`config.mk`:
```
export PLATFORM = sky130hd
export DESIGN_NAME = alu_reservation_station
export DESIGN_NICKNAME = d
export VERILOG_FILES = /design/src/rtl/alu_reservation_station.sv
export SDC_FILE = /design/constraint.sdc
export NUM_CORES = 2
export LEC_CHECK = 0
export CELL_PAD_IN_SITES_DETAIL_PLACEMENT = 1
export CELL_PAD_IN_SITES_GLOBAL_PLACEMENT = 1
export CORE_ASPECT_RATIO = 0.75
export CORE_MARGIN = 2
export CORE_UTILIZATION = 35
export DETAILED_ROUTE_END_ITERATION = 10
export PLACE_DENSITY = 0.65
export SLEW_MARGIN = 20
export SYNTH_ARGS = -nofsm -noshare
export SYNTH_HDL_FRONTEND = slang
export SYNTH_SLANG_ARGS = --single-unit
```
`constraint.sdc`:
```
create_clock -name clk_in -period 3.15 [get_ports clk_in]
set_input_delay 0.4725 -clock clk_in [delete_from_list [all_inputs] [get_ports clk_in]]
set_output_delay 0.4725 -clock clk_in [all_outputs]
set_load 0.02 [all_outputs]
```
`src/rtl/alu_reservation_station.sv`:
```
// rtl/alu_reservation_station.sv - ALU reservation station: holds dispatched ops, snoops two CDBs, issues one ready op per cycle.
module alu_reservation_station #(
  parameter int DEPTH = 8,
  parameter int ROB_W = 5
) (
  input  logic             clk_in,
  input  logic             rst_n_in,
  input  logic             rdy_in,
  input  logic             _clear,
  input  logic             _rs_valid,
  input  logic [ROB_W-1:0] _rs_rob_id,
  input  logic [6:0]       _rs_type,
  input  logic [3:0]       _rs_op,
  input  logic             _rs_q1_busy,
  input  logic [ROB_W-1:0] _rs_q1,
  input  logic [31:0]      _rs_v1,
  input  logic             _rs_q2_busy,
  input  logic [ROB_W-1:0] _rs_q2,
  input  logic [31:0]      _rs_v2,
  output logic             _rs_full,
  input  logic             _cdb_ready,
  input  logic [ROB_W-1:0] _cdb_rob_id,
  input  logic [31:0]      _cdb_value,
  input  logic             _lsb_cdb_ready,
  input  logic [ROB_W-1:0] _lsb_cdb_rob_id,
  input  logic [31:0]      _lsb_cdb_value,
  output logic             _alu_ready,
  output logic [ROB_W-1:0] _alu_rob_id,
  output logic [6:0]       _alu_type,
  output logic [3:0]       _alu_op,
  output logic [31:0]      _alu_v1,
  output logic [31:0]      _alu_v2
);
  localparam int IDX_W = (DEPTH > 1) ? $clog2(DEPTH) : 1;

  logic [DEPTH-1:0] valid_q, valid_d;
  logic [DEPTH-1:0] q1_busy_q, q1_busy_d, q2_busy_q, q2_busy_d;
  logic [ROB_W-1:0] rob_q [DEPTH];
  logic [ROB_W-1:0] rob_d [DEPTH];
  logic [ROB_W-1:0] q1_q [DEPTH];
  logic [ROB_W-1:0] q1_d [DEPTH];
  logic [ROB_W-1:0] q2_q [DEPTH];
  logic [ROB_W-1:0] q2_d [DEPTH];
  logic [6:0]       type_q [DEPTH];
  logic [6:0]       type_d [DEPTH];
  logic [3:0]       op_q [DEPTH];
  logic [3:0]       op_d [DEPTH];
  logic [31:0]      v1_q [DEPTH];
  logic [31:0]      v1_d [DEPTH];
  logic [31:0]      v2_q [DEPTH];
  logic [31:0]      v2_d [DEPTH];

  logic             alu_ready_q, alu_ready_d;
  logic [ROB_W-1:0] alu_rob_id_q, alu_rob_id_d;
  logic [6:0]       alu_type_q, alu_type_d;
  logic [3:0]       alu_op_q, alu_op_d;
  logic [31:0]      alu_v1_q, alu_v1_d, alu_v2_q, alu_v2_d;

  logic             iss_found, free_found;
  logic [IDX_W-1:0] iss_idx, free_idx;

  // Returns {still_busy, value}; ALU CDB takes priority over LSB CDB.
  function automatic logic [32:0] capture(input logic busy, input logic [ROB_W-1:0] tag,
                                          input logic [31:0] value);
    if (!busy)                                      capture = {1'b0, value};
    else if (_cdb_ready && _cdb_rob_id == tag)      capture = {1'b0, _cdb_value};
    else if (_lsb_cdb_ready && _lsb_cdb_rob_id == tag) capture = {1'b0, _lsb_cdb_value};
    else                                            capture = {1'b1, value};
  endfunction

  assign _rs_full = &valid_q;

  always_comb begin
    valid_d      = valid_q;
    q1_busy_d    = q1_busy_q;
    q2_busy_d    = q2_busy_q;
    rob_d        = rob_q;
    q1_d         = q1_q;
    q2_d         = q2_q;
    type_d       = type_q;
    op_d         = op_q;
    v1_d         = v1_q;
    v2_d         = v2_q;
    alu_ready_d  = alu_ready_q;
    alu_rob_id_d = alu_rob_id_q;
    alu_type_d   = alu_type_q;
    alu_op_d     = alu_op_q;
    alu_v1_d     = alu_v1_q;
    alu_v2_d     = alu_v2_q;
    iss_found    = 1'b0;
    iss_idx      = '0;
    free_found   = 1'b0;
    free_idx     = '0;

    // Issue and allocation both look at pre-edge state only.
    for (int i = 0; i < DEPTH; i++) begin
      if (!iss_found && valid_q[i] && !q1_busy_q[i] && !q2_busy_q[i]) begin
        iss_found = 1'b1;
        iss_idx   = IDX_W'(i);
      end
      if (!free_found && !valid_q[i]) begin
        free_found = 1'b1;
        free_idx   = IDX_W'(i);
      end
    end

    if (rdy_in) begin
      if (_clear) begin
        valid_d     = '0;
        alu_ready_d = 1'b0;
      end else begin
        for (int i = 0; i < DEPTH; i++) begin
          if (valid_q[i]) begin
            {q1_busy_d[i], v1_d[i]} = capture(q1_busy_q[i], q1_q[i], v1_q[i]);
            {q2_busy_d[i], v2_d[i]} = capture(q2_busy_q[i], q2_q[i], v2_q[i]);
          end
        end

        alu_ready_d = iss_found;
        if (iss_found) begin
          alu_rob_id_d     = rob_q[iss_idx];
          alu_type_d       = type_q[iss_idx];
          alu_op_d         = op_q[iss_idx];
          alu_v1_d         = v1_q[iss_idx];
          alu_v2_d         = v2_q[iss_idx];
          valid_d[iss_idx] = 1'b0;
        end

        if (_rs_valid && !_rs_full) begin
          valid_d[free_idx] = 1'b1;
          rob_d[free_idx]   = _rs_rob_id;
          type_d[free_idx]  = _rs_type;
          op_d[free_idx]    = _rs_op;
          q1_d[free_idx]    = _rs_q1;
          q2_d[free_idx]    = _rs_q2;
          {q1_busy_d[free_idx], v1_d[free_idx]} = capture(_rs_q1_busy, _rs_q1, _rs_v1);
          {q2_busy_d[free_idx], v2_d[free_idx]} = capture(_rs_q2_busy, _rs_q2, _rs_v2);
        end
      end
    end
  end

  always_ff @(posedge clk_in or negedge rst_n_in) begin
    if (!rst_n_in) begin
      valid_q      <= '0;
      alu_ready_q  <= 1'b0;
      alu_rob_id_q <= '0;
      alu_type_q   <= '0;
      alu_op_q     <= '0;
      alu_v1_q     <= '0;
      alu_v2_q     <= '0;
    end else begin
      valid_q      <= valid_d;
      alu_ready_q  <= alu_ready_d;
      alu_rob_id_q <= alu_rob_id_d;
      alu_type_q   <= alu_type_d;
      alu_op_q     <= alu_op_d;
      alu_v1_q     <= alu_v1_d;
      alu_v2_q     <= alu_v2_d;
    end
  end

  // Entry payload is qualified by valid_q, so it needs no reset.
  always_ff @(posedge clk_in) begin
    q1_busy_q <= q1_busy_d;
    q2_busy_q <= q2_busy_d;
    rob_q     <= rob_d;
    q1_q      <= q1_d;
    q2_q      <= q2_d;
    type_q    <= type_d;
    op_q      <= op_d;
    v1_q      <= v1_d;
    v2_q      <= v2_d;
  end

  assign _alu_ready  = alu_ready_q;
  assign _alu_rob_id = alu_rob_id_q;
  assign _alu_type   = alu_type_q;
  assign _alu_op     = alu_op_q;
  assign _alu_v1     = alu_v1_q;
  assign _alu_v2     = alu_v2_q;
endmodule

```
==> flow_summary.yaml <==
synthesis:
  synth-compound-area-share: 0.334
  yosys_register_bits: 825
  yosysWarningCount: 0
  yosysTopAreaCellShare: 0.456
  ys.flop_type: "edfxtp_1"
  synthCells: 4366
  synth_top_family_by_area: "compound AO/OA/AOI/OAI gates"
  syn_area_per_cell_um2: 11.1
  synthMuxAreaShare: 0.0330
  synth-edff-count: 736
  ys_seq_area_frac: 0.502
  yosysTopAreaCell: "edfxtp_1"
  synthArstFlopShare: 0.108
  synthTopCellsByArea: "edfxtp_1 46%, o221ai_1 9.3%, o22a_1 9.2%, o21ai_0 5.2%, dfrtp_1 4.6%"
  synth-simple-area-share: 0.0446
  synthTopCellsByCount: "736 x edfxtp_1, 514 x o221ai_1, 512 x o22a_1"
  ys_types: 55
  synth-xor-area-share: 0.0325
  synth_most_common_cell: "edfxtp_1"
  syn-num-nets: 4539
  synthAdderAreaFrac: 0
  syn_area_um2: 48500
cts:
  clock_sink_count: 825
  root_buffer: "clkbuf_16"
  post_cts_buffers: 0
  htreeDepth: 3
  clock_path_buffers: 3
  clk_pin_slew_ns: 0.07
  cts_buffers: 95
  tritoncts: "done"
  insertion_delay_ns: 0.74
job:
  maxCapViolations: 0
power_and_ir_drop:
  ir_drop_mv: 0.386
  p_leak_nw: 18.8
  pwr_density_cell_nw_per_um2: 473
  p_total_mw: 28.2
timing:
  rsz0062_at_grt: "no"
  hold_viol_final: 0
  fmax_mhz: 328
  drv_slew: 0
  max-slew-margin-rel: 0.293
  min_period_ns: 3.05
  tightest_slew_ns: 1.06
  setup_ws_ns: 0.0966
  clock_skew_ns: 0.0283
  period_share: 0.969
  setup_viol: 0
setup_path:
  cp_slowest_cell: "dfrtp_1"
  cp.required_ns: 2.68
  cp-end-kind: "primary output"
  crit_type: "reg2out"
  startpoint_type: "flip-flop"
  crit_fanout: 10
  crit_arrival_ns: 2.58
  slowest_delay_ns: 0.39
  r2r_start: "valid_q[5]$_DFFE_PN0P_"
  r2r_end: "_alu_v2[9]$_DFFE_PN0P_"
  cp_common_cell: "buf_4"
  ff2ff_path_depth: 8
  crit_chain: "buf_4 -> and3_1 -> nand4_1 -> nor3_4 -> buf_4 -> dlygate4sd2_1"
  r2r_slack_ns: 0.31
finish:
  drive_above_1_share: 0.143
  syn_to_final_growth_pct: 22.9
  final_util: 0.433
  fillers: 14400
  nets: 4689
placement:
  port_buffers: 254
  place.gp.congestion: 0.903
  dp_slack_ns: -0.335
  dp_hpwl_um: 149000
detailed_routing:
  drcViolationCount: 0
  vias: 45600
  drt_wl_total_um: 243000
  drtAntennaViolNets: 0
  wl_per_cell_um: 37.6
  drtIter0Drc: 6474
  dr.pass1.iters: 5
  via_per_inst: 7.06
run_status:
  status: "complete, no violations"
global_route:
  antenna_found_initial: 12
  grt_pass1_wl_um: 344000
  grt_usage: 0.334
  first_global_vias: 45800
  gr-total-overflow: 0
  grt_max_degree: 87
floorplanning:
  start_util: 0.352
  io_pins: 255
  die_w_um: 434
  rows: 118
  core_area_um2: 138000
  die_y_um: 326
  dieArea_um2: 142000
worst_hold_path:
  hp-class: "in2async"
## state kept, by name (all words and copies together) (netlist names), 5 cells and up
register	cells
v1_q	256
rob_q	40
valid_q	8
_alu_v1	32
q1_busy_q	8
q2_q	40
q1_q	40
q2_busy_q	8
type_q	56
_alu_rob_id	5
op_q	32
v2_q	256
_alu_type	7
_alu_v2	32
## cell families after synthesis
kind of cell,after synthesis
flip-flops,825
XOR/XNOR,180
AND/OR/NAND/NOR,419
buffers and inverters,621
multiplexers,160
AO/OA/AOI/OAI,2161
## area by class of cell
class	count	area [um^2]	area share
repair buffers	665	7440	0.125
diodes	2	5.00	0.0000840
inverters	9	41.3	0.000693
well taps	1860	2330	0.0391
multi-input cells	2920	22100	0.371
clock buffers	120	2580	0.0433
clock inverters	60	726	0.0122
flip-flops and latches	825	24300	0.408
## how the worst max path moves through the flow
stage,startpoint,to,slack [ns],cells past startpoint
2_1_floorplan,valid_q[3]$_DFFE_PN0P_,op_q[24]$_DFFE_PP_,0.30,7
3_3_place_gp,_rs_q1[1],v1_q[183]$_DFFE_PP_,-0.33,10
3_5_place_dp,_rs_q1[1],v1_q[183]$_DFFE_PP_,-0.33,10
4_1_cts,valid_q[2]$_DFFE_PN0P_,_rs_full,0.15,6
5_1_grt,valid_q[2]$_DFFE_PN0P_,_rs_full,0.12,6
6_report,valid_q[2]$_DFFE_PN0P_,_rs_full,0.1,6
## worst max-delay path, delay by kind of cell (launching register included)
| kind | cells | cell delay [ns] |
|---|---|---|
| buffers and inverters | 3 | 0.77 |
| DFF | 1 | 0.39 |
| and+or+nand+nor | 3 | 0.69 |
## report_power, final
group	switching, mW	total (mW)	internal, mW
clock	5.19	12.2	6.99
sequential	0.263	12.7	12.4
combinational	2.12	3.36	1.23
## layer usage
metal  GRT usage  wire length (um)  vias up
met5           0                 0        -
li1            -                 -    18400
met4       0.167             13600        0
met1       0.452             96000    23300
met3      0.0894             29300      636
met2       0.492            104000     3225
## cells in the final DEF (no fill, tap or decap), types with 15 or more instances in the layout
cell type / n
or3_1: 82
a21oi_1: 101
xor2_1: 64
nand2_1: 40
buf_4: 264
o211ai_1: 160
o221ai_1: 514
o22ai_1: 68
edfxtp_1: 736
o21ai_1: 34
buf_12: 146
clkbuf_16: 96
nand3_1: 17
mux2i_1: 160
a221o_1: 80
clkdlybuf4s50_1: 249
nor2_1: 166
o21ai_0: 503
nand4_1: 23
a22o_1: 80
nor4_1: 15
clkinv_2: 24
clkbuf_1: 15
dfrtp_1: 89
o2bb2ai_1: 64
xnor2_1: 116
o22a_1: 512
a21oi_4: 16
## what timing repair did
action | 4_1_cts | 5_1_grt
hold buffers | 1 | 0
endpoints found under the hold margin | 33 | 0
gates resized for setup | 3 | 0
setup endpoints to repair | 1 | 0
## per-stage QoR
step,hold WS (ns),area [um^2],instances,setup TNS (ns)
2_1_floorplan,0.177,48500,4366,0
3_3_place_gp,0.399,56300,6278,-11.09
3_5_place_dp,0.398,56300,6278,-25.73
4_1_cts,0.182,59600,6459,0
5_1_grt,0.228,59600,6461,0
6_report,0.215,59600,6461,0
No activity file was read; power rests on OpenSTA's default activity.
